`src/rtl/data_mem_responder.sv`:
```
// Data-memory responder for the single-cycle core: a DEPTH x DW word store driven by the
// CPU's active-low CEN/WEN/OEN strobes. It also provides a valid/ready preload port, a
// post-reset clear sweep, sticky protocol flags and saturating access counters.
module data_mem_responder #(
  parameter int unsigned DEPTH = 128,
  parameter int unsigned AW    = 7,
  parameter int unsigned DW    = 32,
  parameter int unsigned CW    = 16
) (
  input  logic          clk,
  input  logic          rst_n,
  input  logic          CEN,
  input  logic          WEN,
  input  logic          OEN,
  input  logic [AW-1:0] A,
  input  logic [DW-1:0] Data2Mem,
  output logic [DW-1:0] ReadDataMem,
  input  logic          ld_valid,
  output logic          ld_ready,
  input  logic [AW-1:0] ld_addr,
  input  logic [DW-1:0] ld_data,
  output logic          busy,
  output logic          proto_err,
  output logic          early_err,
  output logic [CW-1:0] rd_cnt,
  output logic [CW-1:0] wr_cnt
);

  typedef enum logic [0:0] {StClear, StReady} state_e;

  localparam logic [AW-1:0] LastAddr = AW'(DEPTH - 1);
  localparam logic [CW-1:0] CntMax   = '1;

  state_e        state_q, state_d;
  logic [AW-1:0] clr_addr_q, clr_addr_d;
  logic [CW-1:0] rd_cnt_q, rd_cnt_d;
  logic [CW-1:0] wr_cnt_q, wr_cnt_d;
  logic          proto_err_q, proto_err_d;
  logic          early_err_q, early_err_d;

  logic [DW-1:0] mem_q [DEPTH];

  logic          cpu_rd, cpu_wr, ld_fire;
  logic          mem_we;
  logic [AW-1:0] mem_waddr;
  logic [DW-1:0] mem_wdata;

  // Next-state, single write-port arbitration and combinational outputs.
  always_comb begin
    state_d     = state_q;
    clr_addr_d  = clr_addr_q;
    rd_cnt_d    = rd_cnt_q;
    wr_cnt_d    = wr_cnt_q;
    proto_err_d = proto_err_q;
    early_err_d = early_err_q;
    cpu_rd      = 1'b0;
    cpu_wr      = 1'b0;
    ld_fire     = 1'b0;
    mem_we      = 1'b0;
    mem_waddr   = clr_addr_q;
    mem_wdata   = '0;
    busy        = 1'b1;
    ld_ready    = 1'b0;
    ReadDataMem = '0;

    // While reset is held every output stays in its idle value and nothing is written.
    if (rst_n) begin
      case (state_q)
        StClear: begin
          mem_we     = 1'b1;
          clr_addr_d = clr_addr_q + 1'b1;
          if (clr_addr_q == LastAddr) state_d = StReady;
          if (!CEN) early_err_d = 1'b1;
        end
        StReady: begin
          busy     = 1'b0;
          // CPU always has priority over the preload port.
          ld_ready = CEN;
          cpu_rd   = !CEN && !OEN;
          cpu_wr   = !CEN && !WEN;
          ld_fire  = ld_valid && CEN;
          // Read sees pre-edge contents, including on an illegal read+write.
          if (cpu_rd) ReadDataMem = mem_q[A];
          if (cpu_wr) begin
            mem_we    = 1'b1;
            mem_waddr = A;
            mem_wdata = Data2Mem;
          end else if (ld_fire) begin
            mem_we    = 1'b1;
            mem_waddr = ld_addr;
            mem_wdata = ld_data;
          end
          if (cpu_rd && rd_cnt_q != CntMax) rd_cnt_d = rd_cnt_q + 1'b1;
          if (cpu_wr && wr_cnt_q != CntMax) wr_cnt_d = wr_cnt_q + 1'b1;
          if (cpu_rd && cpu_wr) proto_err_d = 1'b1;
        end
        default: state_d = StClear;
      endcase
    end
  end

  // Control state with synchronous active-low reset; reset restarts the sweep at 0.
  always_ff @(posedge clk) begin
    if (!rst_n) begin
      state_q     <= StClear;
      clr_addr_q  <= '0;
      rd_cnt_q    <= '0;
      wr_cnt_q    <= '0;
      proto_err_q <= 1'b0;
      early_err_q <= 1'b0;
    end else begin
      state_q     <= state_d;
      clr_addr_q  <= clr_addr_d;
      rd_cnt_q    <= rd_cnt_d;
      wr_cnt_q    <= wr_cnt_d;
      proto_err_q <= proto_err_d;
      early_err_q <= early_err_d;
    end
  end

  // Storage array; never reset directly, the clear sweep zeroes it.
  always_ff @(posedge clk) begin
    if (mem_we) mem_q[mem_waddr] <= mem_wdata;
  end

  assign rd_cnt    = rd_cnt_q;
  assign wr_cnt    = wr_cnt_q;
  assign proto_err = proto_err_q;
  assign early_err = early_err_q;

endmodule

```
`config.mk`:
```
export PLATFORM = sky130hd
export DESIGN_NAME = data_mem_responder
export DESIGN_NICKNAME = d
export VERILOG_FILES = /design/src/rtl/data_mem_responder.sv
export SDC_FILE = /design/constraint.sdc
export NUM_CORES = 2
export LEC_CHECK = 0
export ABC_AREA = 1
export CORE_ASPECT_RATIO = 1.2
export CORE_MARGIN = 4
export CORE_UTILIZATION = 45
export DETAILED_ROUTE_END_ITERATION = 8
export GPL_TIMING_DRIVEN = 1
export PLACE_DENSITY = 0.69
export SYNTH_ARGS = -nofsm -noshare
export SYNTH_HDL_FRONTEND = slang
export SYNTH_SLANG_ARGS = --single-unit
```
`constraint.sdc`:
```
create_clock -name clk -period 15.3 [get_ports clk]
set_input_delay 4.59 -clock clk [delete_from_list [all_inputs] [get_ports clk]]
set_output_delay 4.59 -clock clk [all_outputs]
set_load 0.01 [all_outputs]
```
; ---- Word-level counts from Yosys, hierarchy flattened
; Memory sizes are Yosys's and may differ from the RTL's.
; Cells that the tools add are included.
[totals]
reg_bits = 42
latch_bits = 0
mem_bits_rw = 4096
romBits = 0
inputBits = 84
out_inout_bits = 68
mem_count = 1
[mem_list]
columns = name, depth, width, rd, rd_ports_with_merged_regs, write_ports, line_no
row1 = mem_q, 128, 32, 1, 0, 1, 41  ; logic [DW-1:0] mem_q [DEPTH];
[op_classes]
add_sub_neg = 3
mul = 0
div = 0
magnitude_cmp = 0
eq_ne = 3
n_shift = 0
n_mux = 23
bitwise = 2
reduce_logical = 13
[ops]
columns = op, count
row1 = two-way mux 32 bit, 7
row2 = "adder 16 x 1 -> 16 bit, second input constant", 2
row3 = "!= test 16 bit, second input constant", 2
row4 = two-way mux 7 bit, 4
row5 = two-way mux 1 bit, 11
row6 = AND reduction 2 bit, 4
row7 = "adder 7 x 1 -> 7 bit, second input constant", 1
row8 = "== test 7 bit, second input constant", 1
row9 = logical AND 1 bit, 6
row10 = logical NOT 1 bit, 3
row11 = NOT 1 bit, 2
row12 = one-hot mux 1 bit (2 select lines), 1

; ---- Longest topological paths before layout
[logic_depth]
depth_word = 7
mapped_depth = 15
mapped_depth_nobuf = 11

; ---- Least setup slack after synthesis
; OpenSTA, ideal clock, no wires.
[synth_timing]
kind = input port to output port
from = input port A[0]
to = output port ReadDataMem[17]
arrival_ps = 6072
required_time_ps = 10710
slack_ps = 4638
cell_stages = 15
path_buffers = 4
cell_sequence = buf_2 inv_2 buf_4 buf_2 clkbuf_1 nand2_1 nand3_1 nand3_1 nand3_1 nand3_1 nand2_1 nand2_1 nand3_1 nand2_1 nor2_1
[synth_between]
elab_chain_len = 4
[synth_rtl]
columns = item, line_no
row1 = from (decl), 15  ; input logic [AW-1:0] A,
row2 = memory read (128 x 32 bit), --
row3 = two-way mux 32 bit, 83  ; if (cpu_rd) ReadDataMem = mem_q[A];
row4 = two-way mux 32 bit, 68  ; case (state_q)
row5 = two-way mux 32 bit, 67  ; if (rst_n) begin
row6 = to (decl), 17  ; output logic [DW-1:0] ReadDataMem,
; No other way between the ends.

; ---- Worst setup path in the final report
[layout_timing]
from = input port A[2]
to = output port ReadDataMem[2]
; The elaborated chain is that of the path after synthesis.

==> impl_metrics.prom <==
# TYPE chip_impl_metric gauge
chip_impl_metric{name="number_of_synthesis_warnings",unit=""} 0
chip_impl_metric{name="cts_hold_buffers",unit=""} 0
chip_impl_info{name="most_used_standard_cell_by_instance_count_after_synthesis",value="nand2_1"} 1
chip_impl_info{name="worstSetupStartpointType",value="input port"} 1
chip_impl_metric{name="timing.critical_path.slowest_cell_delay",unit="ns"} 0.74
chip_impl_metric{name="dieWidth",unit="um"} 564
chip_impl_metric{name="layout-drive-gt1-share",unit=""} 0.0763
chip_impl_metric{name="clkLatencyLatePin",unit="ns"} 0.94
chip_impl_metric{name="nNetsFinal",unit=""} 14000
chip_impl_metric{name="min_period",unit="ns"} 13.84
chip_impl_metric{name="power_per_cell_area",unit="mW/mm2"} 123
chip_impl_info{name="synth_top_cells_by_area",value="edfxtp_1, nand3_1, nand2_1"} 1
chip_impl_metric{name="layoutNonFillerInstCount",unit=""} 19200
chip_impl_metric{name="clkTransAtPathRegs",unit="ns"} 0.06
chip_impl_metric{name="total_routed_length",unit="mm"} 480
chip_impl_metric{name="final_routed_drc_violation_total",unit=""} 0
chip_impl_metric{name="clkSinkCount",unit=""} 4138
chip_impl_metric{name="finalWeightedCongestion",unit=""} 0.851
chip_impl_metric{name="postCtsSetupRepairBufs",unit=""} 0
chip_impl_metric{name="final.setup.tns",unit="ns"} 0
chip_impl_info{name="worst_hold_path_type",value="reg2reg"} 1
chip_impl_info{name="critical_path.cell_chain",value="buf_8, inv_8, buf_12, buf_4, nand3_1, nand3_1, nand3_1, nand2_1, nand2_1, nand2_1, nor2_1, nor2_1, clkdlybuf4s50_1"} 1
chip_impl_metric{name="fp.dieH",unit="um"} 675
chip_impl_metric{name="overflow",unit=""} 0
chip_impl_metric{name="postCtsResizedCells",unit=""} 0
chip_impl_metric{name="cts_buffer_depth",unit=""} 4
chip_impl_metric{name="syn-instance-count",unit=""} 14000
chip_impl_metric{name="post-layout-total-power",unit="mW"} 23.2
chip_impl_metric{name="hold_viol",unit=""} 0
chip_impl_metric{name="floorplan.die_area",unit="mm2"} 0.380
chip_impl_metric{name="route.detailed.vias_per_inst",unit=""} 5.84
chip_impl_info{name="cp-startpoint",value="A[2]"} 1
chip_impl_metric{name="core_area",unit="mm2"} 0.368
chip_impl_info{name="status",value="finished, final reports clean"} 1
chip_impl_metric{name="port_buffers",unit=""} 151
chip_impl_metric{name="first_global_vias",unit=""} 106000
chip_impl_metric{name="initial_utilization",unit=""} 0.453
chip_impl_info{name="cell_with_the_largest_stage_delay_on_the_worst_path",value="nor2_1"} 1
chip_impl_info{name="rsz0062_at_grt",value="no"} 1
chip_impl_metric{name="max_cap_viol_count",unit=""} 0
chip_impl_metric{name="power_leakage",unit="nW"} 68.9
chip_impl_metric{name="dr.pass1.iters",unit=""} 7
chip_impl_metric{name="required",unit="ns"} 10.71
chip_impl_info{name="post_synth_most_frequent_cells",value="nand2_1, edfxtp_1, nand3_1"} 1
chip_impl_metric{name="netlist-cell-type-count",unit=""} 33
chip_impl_metric{name="num_io_pins",unit=""} 152
chip_impl_metric{name="timing.clock.skew",unit="ns"} 0.0478
chip_impl_info{name="cpLargestDelayFamily",value="buffers and inverters"} 1
chip_impl_metric{name="synthesis.area_per_instance",unit="um2"} 11.9
chip_impl_metric{name="maximum_number_of_pins_on_one_net_before_global_route_repair",unit=""} 189
chip_impl_metric{name="timing.final.setup_violations",unit=""} 0
chip_impl_info{name="reg2reg_from",value="state_q"} 1
chip_impl_metric{name="grt_pass1_wl",unit="mm"} 699
chip_impl_metric{name="drt_iter0_markers",unit=""} 14700
chip_impl_metric{name="placement_rows",unit=""} 244
chip_impl_info{name="dominantRegCellSynth",value="edfxtp_1"} 1
chip_impl_metric{name="yosysSeqAreaShare",unit=""} 0.743
chip_impl_metric{name="drv_slew",unit=""} 0
chip_impl_metric{name="synth_edf_count",unit=""} 4096
chip_impl_metric{name="slew_headroom",unit=""} 0.181
chip_impl_metric{name="timing.fmax",unit="GHz"} 0.0723
chip_impl_metric{name="dpl.hpwl",unit="mm"} 253
chip_impl_metric{name="largest_vdd_supply_drop",unit="mV"} 0.0947
chip_impl_metric{name="routed-via-count",unit=""} 112000
chip_impl_metric{name="synth_top_area_share",unit=""} 0.738
chip_impl_metric{name="syn-cell-area",unit="mm2"} 0.167
chip_impl_metric{name="critical_path.max_fanout",unit=""} 89
chip_impl_info{name="synth_top_cell_by_area",value="edfxtp_1"} 1
chip_impl_info{name="root_buffer",value="clkbuf_16"} 1
chip_impl_info{name="setup.worst_path.class",value="in2out"} 1
chip_impl_metric{name="tightestPinTransition",unit="ns"} 1.22
chip_impl_info{name="timing.hold.worst.start",value="proto_err"} 1
chip_impl_metric{name="path_buf_inv",unit=""} 5
chip_impl_metric{name="period_share",unit=""} 0.905
chip_impl_metric{name="number_of_antenna_violations_at_the_first_check_in_global_routing",unit=""} 13
chip_impl_info{name="cp-end-kind",value="output port"} 1
chip_impl_info{name="tritoncts",value="built"} 1
chip_impl_metric{name="postSynth.asyncResetShare",unit=""} 0
chip_impl_metric{name="grt_use_total",unit=""} 0.245
chip_impl_metric{name="post-place-cells",unit=""} 18500
chip_impl_metric{name="average_wire_per_standard_cell",unit="um"} 25.0
chip_impl_metric{name="layout-area-overhead-vs-synth",unit="%"} 12.6
chip_impl_metric{name="depth_of_the_cts_h_tree",unit=""} 5
chip_impl_metric{name="mappedNetlistNets",unit=""} 14100
chip_impl_metric{name="timing.critical_path.arrival",unit="ns"} 9.25
chip_impl_metric{name="postSynthRegisterBits",unit=""} 4138
chip_impl_metric{name="ant_nets",unit=""} 0
chip_impl_metric{name="cts_inserted_buffers",unit=""} 401
## cell families (layout without fill, tap and decap cells)
| logic type | Yosys count | after routing | synth area share |
|---|---|---|---|
| compound gates | 93 | 93 | 0.00347 |
| xor+xnor | 18 | 18 | 0.000945 |
| fa+ha+maj | 3 | 3 | 0.000225 |
| buf+inv | 1003 | 1270 | 0.0257 |
| flops | 4138 | 4138 | 0.743 |
| other cells | 0 | 6 | 0 |
| simple gates | 8739 | 8739 | 0.227 |
## worst min-delay path, stage by stage (launching register included)
cell and delay, ns:
dfxtp_1 0.31, inv_1 0.05, a21oi_1 0.05
## layout by cell type, fill, tap and decap left out, types with 3 or more instances in the layout
cell and n:
nand2_1 4538, edfxtp_1 4096, nand3_1 3921, clkbuf_16 410, buf_4 268, clkdlybuf4s50_1 144
nor2_4 132, clkinv_1 100, nor2_1 93, clkbuf_1 78, buf_12 58, clkinv_2 56
inv_1 55, dfxtp_1 42, bufinv_16 41, a21oi_4 33, a21oi_1 30, nor3_1 20
clkinvlp_4 17, o21ai_0 16, xor2_1 16, inv_6 11, nand3_2 8, nor4_1 8
o22ai_2 7, diode_2 6, inv_2 6, clkinv_4 6, nor2_2 5, clkinv_8 5
inv_8 4, nand2_2 4, o22ai_1 4, o22ai_4 3, nor3b_1 3, nand4_1 3
ha_1 3, clkbuf_8 3, buf_8 3
## path summary, 6_finish.rpt
path / end / slack (ns) / cells past startpoint
max: ReadDataMem[2] / 1.46 / 13
min: proto_err / 0.46 / 2
max reg2reg: mem_q[55][2] / 10.64 / 7
min reg2reg: proto_err / 0.46 / 2
## registers in the layout (all words and copies together), names as in the netlist
| name | cells |
|---|---|
| mem_q | 4096 |
| rd_cnt | 16 |
| wr_cnt | 16 |
| clr_addr_q | 7 |
| early_err | 1 |
| proto_err | 1 |
| state_q | 1 |
## cell type report
type	instances	area, um2
fill	30400	181000
sequential	4138	124000
multi-input combinational	8853	40000
clock buffer	491	10600
tap	4920	6160
timing repair buffer	476	4700
clock inverter	235	2270
inverter	68	290
antenna	6	15.0
## through the flow
stage,hold slack [ns],util,instance area (um2),worst slack (ns)
finish,0.456,0.510,188000,1.46
global placement,0.442,0.475,175000,1.61
global route,0.496,0.510,188000,1.33
detailed placement,0.446,0.475,175000,1.61
floorplan,0.471,-,167000,4.64
CTS,0.458,0.510,188000,1.60
## per-layer routing
metal | global-route usage | wire, um | part of all wire
met5 | 0 | 40 | 0.000083
met4 | 0.117 | 25800 | 0.054
met3 | 0.0478 | 51600 | 0.11
met2 | 0.392 | 225000 | 0.47
met1 | 0.323 | 178000 | 0.37
## where the power goes
part           total (mW)  switching [mW]  internal [mW]
Clock                9.78            4.18           5.60
Combinational        1.10           0.819          0.277
Sequential           12.3         0.00441           12.3
Total                23.2            5.01           18.2
No activity file was read; power rests on OpenSTA's default activity.
